`config.mk`:
```
export PLATFORM = sky130hd
export DESIGN_NAME = elink_tx_arbiter_flat
export DESIGN_NICKNAME = d
export VERILOG_FILES = /design/src/rtl/elink_tx_arbiter_if.sv /design/src/rtl/elink_tx_arbiter.sv /design/src/flat_wrapper.sv
export SDC_FILE = /design/constraint.sdc
export NUM_CORES = 1
export LEC_CHECK = 0
export BUFFER_PORTS_ARGS = -buffer_cell sky130_fd_sc_hd__buf_2
export CORE_MARGIN = 8
export CORE_UTILIZATION = 45
export DETAILED_ROUTE_END_ITERATION = 7
export PLACE_DENSITY = 0.76
export SYNTH_ARGS = -nofsm -noshare
export SYNTH_HDL_FRONTEND = slang
export SYNTH_SLANG_ARGS = --single-unit
```
`constraint.sdc`:
```
create_clock -name clk -period 2.8 [get_ports clk]
set_clock_uncertainty 0.15 [all_clocks]
set_input_delay 0.84 -clock clk [delete_from_list [all_inputs] [get_ports clk]]
set_output_delay 0.84 -clock clk [all_outputs]
set_load 0.03 [all_outputs]
```
`src/rtl/elink_tx_arbiter_if.sv`:
```
// Bundle of the arbiter's requester-side and serializer-side signals.
// The arbiter attaches through the slave modport.
`default_nettype none

interface elink_tx_arbiter_if;
  logic       tx_tick;
  logic [7:0] Kchar_comma;
  logic [3:0] req;
  logic [9:0] data_tra_in0;
  logic [9:0] data_tra_in1;
  logic [9:0] data_tra_in2;
  logic [9:0] data_tra_in3;
  logic [3:0] last;
  logic [3:0] buffer_en;
  logic [3:0] ack;
  logic [9:0] data_tra_out;
  logic       busy;
  logic       frame_abort;

  modport master (
    output tx_tick, Kchar_comma, req, last,
    output data_tra_in0, data_tra_in1, data_tra_in2, data_tra_in3,
    input  buffer_en, ack, data_tra_out, busy, frame_abort
  );

  modport slave (
    input  tx_tick, Kchar_comma, req, last,
    input  data_tra_in0, data_tra_in1, data_tra_in2, data_tra_in3,
    output buffer_en, ack, data_tra_out, busy, frame_abort
  );
endinterface

`default_nettype wire

```
`src/rtl/elink_tx_arbiter.sv`:
```
// Round-robin four-requester frame arbiter feeding one elink serializer,
// with comma fill while idle and an enforced comma gap between frames.
`default_nettype none

module elink_tx_arbiter #(
  parameter int MAX_FRAME_WORDS = 16,
  parameter int IDLE_GAP        = 2
) (
  input  wire logic         clk,
  input  wire logic         rst,
  elink_tx_arbiter_if.slave bus
);

  localparam logic [1:0] c_IDLE      = 2'd0;
  localparam logic [1:0] c_GRANT     = 2'd1;
  localparam logic [1:0] c_GAP       = 2'd2;
  localparam logic [7:0] c_MAX_WORDS = 8'(MAX_FRAME_WORDS);
  localparam logic [3:0] c_GAP_TICKS = 4'(IDLE_GAP);
  localparam logic [1:0] c_REL_STATE = (IDLE_GAP == 0) ? c_IDLE : c_GAP;

  logic [1:0] r_state;
  logic [1:0] w_state_nxt;
  logic [3:0] r_buffer_en;
  logic [3:0] w_buffer_en_nxt;
  logic [3:0] r_ack;
  logic [3:0] w_ack_nxt;
  logic       r_abort;
  logic       w_abort_nxt;
  logic [9:0] r_data;
  logic [9:0] w_data_nxt;
  logic [7:0] r_word_cnt;
  logic [7:0] w_word_cnt_nxt;
  logic [3:0] r_gap_cnt;
  logic [3:0] w_gap_cnt_nxt;
  logic [1:0] r_last_grant;
  logic [1:0] w_last_grant_nxt;
  logic [1:0] r_gnt_idx;
  logic [1:0] w_gnt_idx_nxt;

  logic [9:0] w_comma;
  logic [1:0] w_sel;
  logic       w_any_req;
  logic       w_gnt_req;
  logic       w_gnt_last;
  logic [9:0] w_gnt_data;
  logic [7:0] w_word_inc;
  logic [3:0] w_gap_inc;
  logic       w_frame_end;

  assign w_comma     = {2'b11, bus.Kchar_comma};
  assign w_any_req   = |bus.req;
  assign w_gnt_req   = bus.req[r_gnt_idx];
  assign w_gnt_last  = bus.last[r_gnt_idx];
  assign w_word_inc  = r_word_cnt + 8'd1;
  assign w_gap_inc   = r_gap_cnt + 4'd1;
  assign w_frame_end = w_gnt_last || (w_word_inc == c_MAX_WORDS);

  // Search starts one past the previous winner; offset 4 wraps back onto it.
  always_comb begin
    logic       v_found;
    logic [1:0] v_idx;
    w_sel   = r_last_grant;
    v_found = 1'b0;
    for (int k = 1; k <= 4; k++) begin
      v_idx = r_last_grant + 2'(k);
      if (!v_found && bus.req[v_idx]) begin
        w_sel   = v_idx;
        v_found = 1'b1;
      end
    end
  end

  always_comb begin
    case (r_gnt_idx)
      2'd0:    w_gnt_data = bus.data_tra_in0;
      2'd1:    w_gnt_data = bus.data_tra_in1;
      2'd2:    w_gnt_data = bus.data_tra_in2;
      default: w_gnt_data = bus.data_tra_in3;
    endcase
  end

  always_ff @(posedge clk) begin
    if (rst) begin
      r_state <= c_IDLE;
    end else begin
      r_state <= w_state_nxt;
    end
  end

  always_comb begin
    w_state_nxt = r_state;
    case (r_state)
      c_IDLE: begin
        if (w_any_req) begin
          w_state_nxt = c_GRANT;
        end
      end
      c_GRANT: begin
        if (!w_gnt_req || (bus.tx_tick && w_frame_end)) begin
          w_state_nxt = c_REL_STATE;
        end
      end
      c_GAP: begin
        if (bus.tx_tick && (w_gap_inc == c_GAP_TICKS)) begin
          w_state_nxt = c_IDLE;
        end
      end
      default: w_state_nxt = c_IDLE;
    endcase
  end

  // A dropped request wins over a tick in the same cycle: the word is not taken.
  always_comb begin
    w_buffer_en_nxt  = r_buffer_en;
    w_ack_nxt        = 4'b0000;
    w_abort_nxt      = 1'b0;
    w_data_nxt       = r_data;
    w_word_cnt_nxt   = r_word_cnt;
    w_gap_cnt_nxt    = r_gap_cnt;
    w_last_grant_nxt = r_last_grant;
    w_gnt_idx_nxt    = r_gnt_idx;
    case (r_state)
      c_IDLE: begin
        if (bus.tx_tick) begin
          w_data_nxt = w_comma;
        end
        if (w_any_req) begin
          w_buffer_en_nxt  = 4'b0001 << w_sel;
          w_last_grant_nxt = w_sel;
          w_gnt_idx_nxt    = w_sel;
          w_word_cnt_nxt   = 8'd0;
        end
      end
      c_GRANT: begin
        if (!w_gnt_req) begin
          w_buffer_en_nxt = 4'b0000;
          w_abort_nxt     = 1'b1;
          w_gap_cnt_nxt   = 4'd0;
          if (bus.tx_tick) begin
            w_data_nxt = w_comma;
          end
        end else if (bus.tx_tick) begin
          w_data_nxt     = w_gnt_data;
          w_ack_nxt      = 4'b0001 << r_gnt_idx;
          w_word_cnt_nxt = w_word_inc;
          if (w_frame_end) begin
            w_buffer_en_nxt = 4'b0000;
            w_gap_cnt_nxt   = 4'd0;
            w_abort_nxt     = !w_gnt_last;
          end
        end
      end
      c_GAP: begin
        if (bus.tx_tick) begin
          w_data_nxt    = w_comma;
          w_gap_cnt_nxt = w_gap_inc;
        end
      end
      default: begin
        w_buffer_en_nxt = 4'b0000;
      end
    endcase
  end

  always_ff @(posedge clk) begin
    if (rst) begin
      r_buffer_en  <= 4'b0000;
      r_ack        <= 4'b0000;
      r_abort      <= 1'b0;
      r_data       <= w_comma;
      r_word_cnt   <= 8'd0;
      r_gap_cnt    <= 4'd0;
      r_last_grant <= 2'd3;
      r_gnt_idx    <= 2'd0;
    end else begin
      r_buffer_en  <= w_buffer_en_nxt;
      r_ack        <= w_ack_nxt;
      r_abort      <= w_abort_nxt;
      r_data       <= w_data_nxt;
      r_word_cnt   <= w_word_cnt_nxt;
      r_gap_cnt    <= w_gap_cnt_nxt;
      r_last_grant <= w_last_grant_nxt;
      r_gnt_idx    <= w_gnt_idx_nxt;
    end
  end

  assign bus.buffer_en    = r_buffer_en;
  assign bus.ack          = r_ack;
  assign bus.frame_abort  = r_abort;
  assign bus.data_tra_out = r_data;
  assign bus.busy         = (r_state != c_IDLE);

endmodule

`default_nettype wire

```
`src/flat_wrapper.sv`:
```
// flat-port wrapper written by rule: the top's interface ports become plain ports
module elink_tx_arbiter_flat 
#(
  parameter int MAX_FRAME_WORDS = 16,
  parameter int IDLE_GAP        = 2
)
  (clk, rst, bus_tx_tick, bus_Kchar_comma, bus_req, bus_last, bus_data_tra_in0, bus_data_tra_in1, bus_data_tra_in2, bus_data_tra_in3, bus_buffer_en, bus_ack, bus_data_tra_out, bus_busy, bus_frame_abort);
  elink_tx_arbiter_if bus_i ();
  input  wire logic clk;
  input  wire logic rst;
  input wire logic [$bits(bus_i.tx_tick)-1:0] bus_tx_tick;
  input wire logic [$bits(bus_i.Kchar_comma)-1:0] bus_Kchar_comma;
  input wire logic [$bits(bus_i.req)-1:0] bus_req;
  input wire logic [$bits(bus_i.last)-1:0] bus_last;
  input wire logic [$bits(bus_i.data_tra_in0)-1:0] bus_data_tra_in0;
  input wire logic [$bits(bus_i.data_tra_in1)-1:0] bus_data_tra_in1;
  input wire logic [$bits(bus_i.data_tra_in2)-1:0] bus_data_tra_in2;
  input wire logic [$bits(bus_i.data_tra_in3)-1:0] bus_data_tra_in3;
  output wire logic [$bits(bus_i.buffer_en)-1:0] bus_buffer_en;
  output wire logic [$bits(bus_i.ack)-1:0] bus_ack;
  output wire logic [$bits(bus_i.data_tra_out)-1:0] bus_data_tra_out;
  output wire logic [$bits(bus_i.busy)-1:0] bus_busy;
  output wire logic [$bits(bus_i.frame_abort)-1:0] bus_frame_abort;
  assign bus_i.tx_tick = bus_tx_tick;
  assign bus_i.Kchar_comma = bus_Kchar_comma;
  assign bus_i.req = bus_req;
  assign bus_i.last = bus_last;
  assign bus_i.data_tra_in0 = bus_data_tra_in0;
  assign bus_i.data_tra_in1 = bus_data_tra_in1;
  assign bus_i.data_tra_in2 = bus_data_tra_in2;
  assign bus_i.data_tra_in3 = bus_data_tra_in3;
  assign bus_buffer_en = bus_i.buffer_en;
  assign bus_ack = bus_i.ack;
  assign bus_data_tra_out = bus_i.data_tra_out;
  assign bus_busy = bus_i.busy;
  assign bus_frame_abort = bus_i.frame_abort;
  elink_tx_arbiter #(.MAX_FRAME_WORDS(MAX_FRAME_WORDS), .IDLE_GAP(IDLE_GAP)) u_core (.clk(clk), .rst(rst), .bus(bus_i));
endmodule
```
==> implementation parameters <==
Parameter                              Value

Critical path
  Worst flop-to-flop path endpoint    u_core.bus.data_tra_out[7]$_DFFE_PP_
  Critical Path End Type    primary output
  Setup crit start kind    register
  Worst r2r src    u_core.r_gnt_idx[0]$_SDFFE_PP0P_
  End point of the critical path    bus_busy
  Number of cells on the worst reg-to-reg path    4
  Register-to-Register Setup Slack    0.64 ns
  WP data required    1.81 ns
  Kind of critical path    reg2out
  Worst Setup SP    u_core.r_state[0]$_SDFFE_PP0P_
  Arrival @ worst endpoint    1.49 ns
  Critical Path Fanout Max    9

CTS
  Clock-pin slew of the registers on the worst-case setup and hold paths    0.07 ns
  Post-CTS setup repair buffer count    0
  Number of levels the H-tree was split into    2
  Maximum clock path buffer count    2
  CTS tree    yes
  Hold buffer count at cts    0
  CTS buffer count    5
  Clock Sink Count    37
  Worst skew pair latency    0.29 ns
  Number of gates resized after cts    0
  Clk Tree Root Cell    sky130_fd_sc_hd__clkbuf_8

Die
  Initial cell density of the core    47.05%
  Total Die Area    8017 sq um
  Die H    about 90 um
  # IOs    79
  Die Width    89.54 um
  Row Count    26
  Floorplan core area    5172 sq um

Final layout
  Final core utilization    between 50 and 60%
  Count of nets after finishing    406
  Layout overhead on the synthesized area    23.08%
  Proportion of layout cells with a drive suffix above 1    30.50%
  Count of antenna diodes in the layout    0
  Number of fillers in the final layout    460

GRT
  Vias in the first global route    2186
  Maximum number of pins on one net before global-route repair    40
  First-pass GRT wire length    10660 um
  Global Route Usage Sum    17.16%
  Congestion Overflow GR    0
  Initial antenna violation count    0

Power and ir drop
  Maximum resistive drop on vdd    a little over 0.5 mV
  Standby leakage power    ~1.2 nW
  Pwr dens    between 800 and 900 nW/um^2

Route
  WL/cell    16.45 um
  Violation count after the first detailed-routing iteration    203
  First-pass iteration count of the detailed router    4
  Count of vias placed by the detailed router    2375
  Via/cell ratio    a little under 6
  Post-route DRC    0
  Detail Route Antenna Nets    0
  Total wire length    6763 um

Yosys
  Gate count of the mapped netlist    265
  Number of enable flip-flop cells after synthesis    8
  Most frequently used flop master after synthesis    sky130_fd_sc_hd__dfxtp_1
  Distinct cell type count of the synthesized netlist    52
  Flops & latches, synth    37
  Count of yosys warnings during synthesis    0
  Average footprint of a synthesized cell    around 9.2 sq um
  Most numerous cell types in the synthesized netlist    sky130_fd_sc_hd__dfxtp_1, sky130_fd_sc_hd__nand2_1, sky130_fd_sc_hd__nor2_1, sky130_fd_sc_hd__o21ai_0, sky130_fd_sc_hd__a21oi_1
  Yosys top cell area share    23.86%
  Synth async-reset ratio    0%
  Cell area after synthesis    2434 sq um
  Share of the yosys chip area belonging to registers    33.73%
  Post-Syn Nets    331
  Area leader, netlist    sky130_fd_sc_hd__dfxtp_1
  Cells taking the most area after synthesis    sky130_fd_sc_hd__dfxtp_1, sky130_fd_sc_hd__edfxtp_1, sky130_fd_sc_hd__mux4_2
  Most frequently used cell type in the post-synthesis netlist    sky130_fd_sc_hd__dfxtp_1

Timing
  Endpoints failing hold    0
  Minimum clock period    2.482 ns
  Final worst path period share    between 80% and 90%
  Slew Limit Headroom    between 50% and 60%
  Worst-Margin Slew    0.6523 ns
  Setup TNS after final layout    0 ns
  Number of pins exceeding their max-slew limit in the final report    0
  Final setup viols    0
  Setup repair after global routing missed its margin    false
  Highest Clock Rate    403.0 MHz

Placed design
  Routability cong.    0.8558
  Total of buffers placed on input and output ports    78
  Hpwl dp    about 5300 um

Min path
  Hold crit path type    reg2reg

Outcome
  Outcome    complete, no violations

Flow run
  Number of maximum-capacitance constraint violations    0
## metal layers
layer / vias to the layer above / track usage [%] / share of wire (%)
met3: 13 / 2.574 / 5.5
met2: 74 / 30.41 / 51
met5: - / 0 / 0
met4: 0 / 6.647 / 1.8
met1: 1132 / 20.11 / 42
li1: 1156 / - / -
## worst min path at each step
stage	endpoint	slack [ns]	depth (start not counted)	start
2_1_floorplan	u_core.r_state[1]$_SDFFE_PP0P_	0.34	2	u_core.r_state[1]$_SDFFE_PP0P_
3_5_place_dp	u_core.bus.buffer_en[3]$_SDFFE_PP0P_	0.33	2	u_core.bus.buffer_en[3]$_SDFFE_PP0P_
6_report	u_core.bus.buffer_en[2]$_SDFFE_PP0P_	0.34	2	u_core.bus.buffer_en[2]$_SDFFE_PP0P_
5_1_grt	u_core.bus.buffer_en[1]$_SDFFE_PP0P_	0.38	2	u_core.bus.buffer_en[1]$_SDFFE_PP0P_
3_3_place_gp	u_core.bus.buffer_en[3]$_SDFFE_PP0P_	0.33	2	u_core.bus.buffer_en[3]$_SDFFE_PP0P_
4_1_cts	u_core.bus.buffer_en[2]$_SDFFE_PP0P_	0.35	2	u_core.bus.buffer_en[2]$_SDFFE_PP0P_
## per-stage QoR
| step | area [sq um] | hold WS, ns | total power [mW] | cells | setup slack [ns] |
|---|---|---|---|---|---|
| finish | 2995 | 0.3436 | 2.512 | 411 | 0.3184 |
| global route | 2995 | 0.3757 | 2.666 | 411 | 0.1914 |
| CTS | 2995 | 0.3500 | 2.518 | 411 | 0.3141 |
| detailed placement | 2884 | 0.3325 | 2.077 | 403 | 0.1038 |
| global placement | 2884 | 0.3276 | 2.050 | 403 | 0.1835 |
| floorplan | 2434 | 0.3352 | 1.735 | 265 | 0.1443 |
## sequential cells by signal (all words and copies together) (netlist names)
name	cells
u_core.r_state	2
u_core.r_gap_cnt	4
u_core.bus.ack	4
u_core.r_last_grant	2
u_core.r_word_cnt	8
u_core.bus.buffer_en	4
u_core.bus.data_tra_out	10
u_core.r_gnt_idx	2
u_core.bus.frame_abort	1
## critical path, cell delays in order, from the launching register on
cell	delay (ns)
sky130_fd_sc_hd__dfxtp_1	0.39
sky130_fd_sc_hd__inv_1	0.10
sky130_fd_sc_hd__ha_1	0.34
sky130_fd_sc_hd__inv_1	0.16
sky130_fd_sc_hd__buf_2	0.22
## area by class of cell
type                            instances  area (sq um)  share of cell area, %
Multi-Input combinational cell        202          1495                  49.92
Inverter                                8         30.03                  1.003
Clock buffer                            8         111.4                  3.718
Sequential cell                        37         820.8                  27.40
Tap cell                               70         87.58                  2.924
Timing Repair Buffer                   86         450.4                  15.04
## where the power goes
part / internal (mW) / total (mW) / leakage [nW] / switching (mW)
combinational: 0.513 / 1.28 / 0.871 / 0.769
clock: 0.254 / 0.440 / 0.0566 / 0.186
sequential: 0.684 / 0.790 / 0.321 / 0.106
total: 1.45 / 2.51 / 1.25 / 1.06
## cell usage in the layout, fill, tap and decap left out, drive strengths merged, types with 5 or more instances in the layout
cell type / netlist / routed
ha: 7 / 7
inv: 8 / 8
mux4: 12 / 12
dfxtp: 29 / 29
o21ai: 17 / 17
nand3: 7 / 7
clkbuf: 13 / 8
xnor2: 5 / 5
edfxtp: 8 / 8
a22oi: 11 / 11
buf: 5 / 86
nor3: 6 / 6
nand2: 20 / 20
nand4: 6 / 6
nor2: 20 / 20
o211ai: 7 / 7
nand2b: 10 / 10
nor4: 6 / 6
a21oi: 17 / 17
## cells by family (layout without fill, tap and decap cells)
logic type / after synthesis / in the layout / synth area share (%)
AO/OA/AOI/OAI: 74 / 74 / 20.36
buffers and inverters: 26 / 102 / 4.832
XOR/XNOR: 5 / 5 / 1.799
AND/OR/NAND/NOR: 100 / 100 / 22.16
adder cells (fa/ha/maj): 7 / 7 / 3.599
flip-flops: 37 / 37 / 33.73
multiplexers: 16 / 16 / 13.52
(Power assumes the default switching activity.)
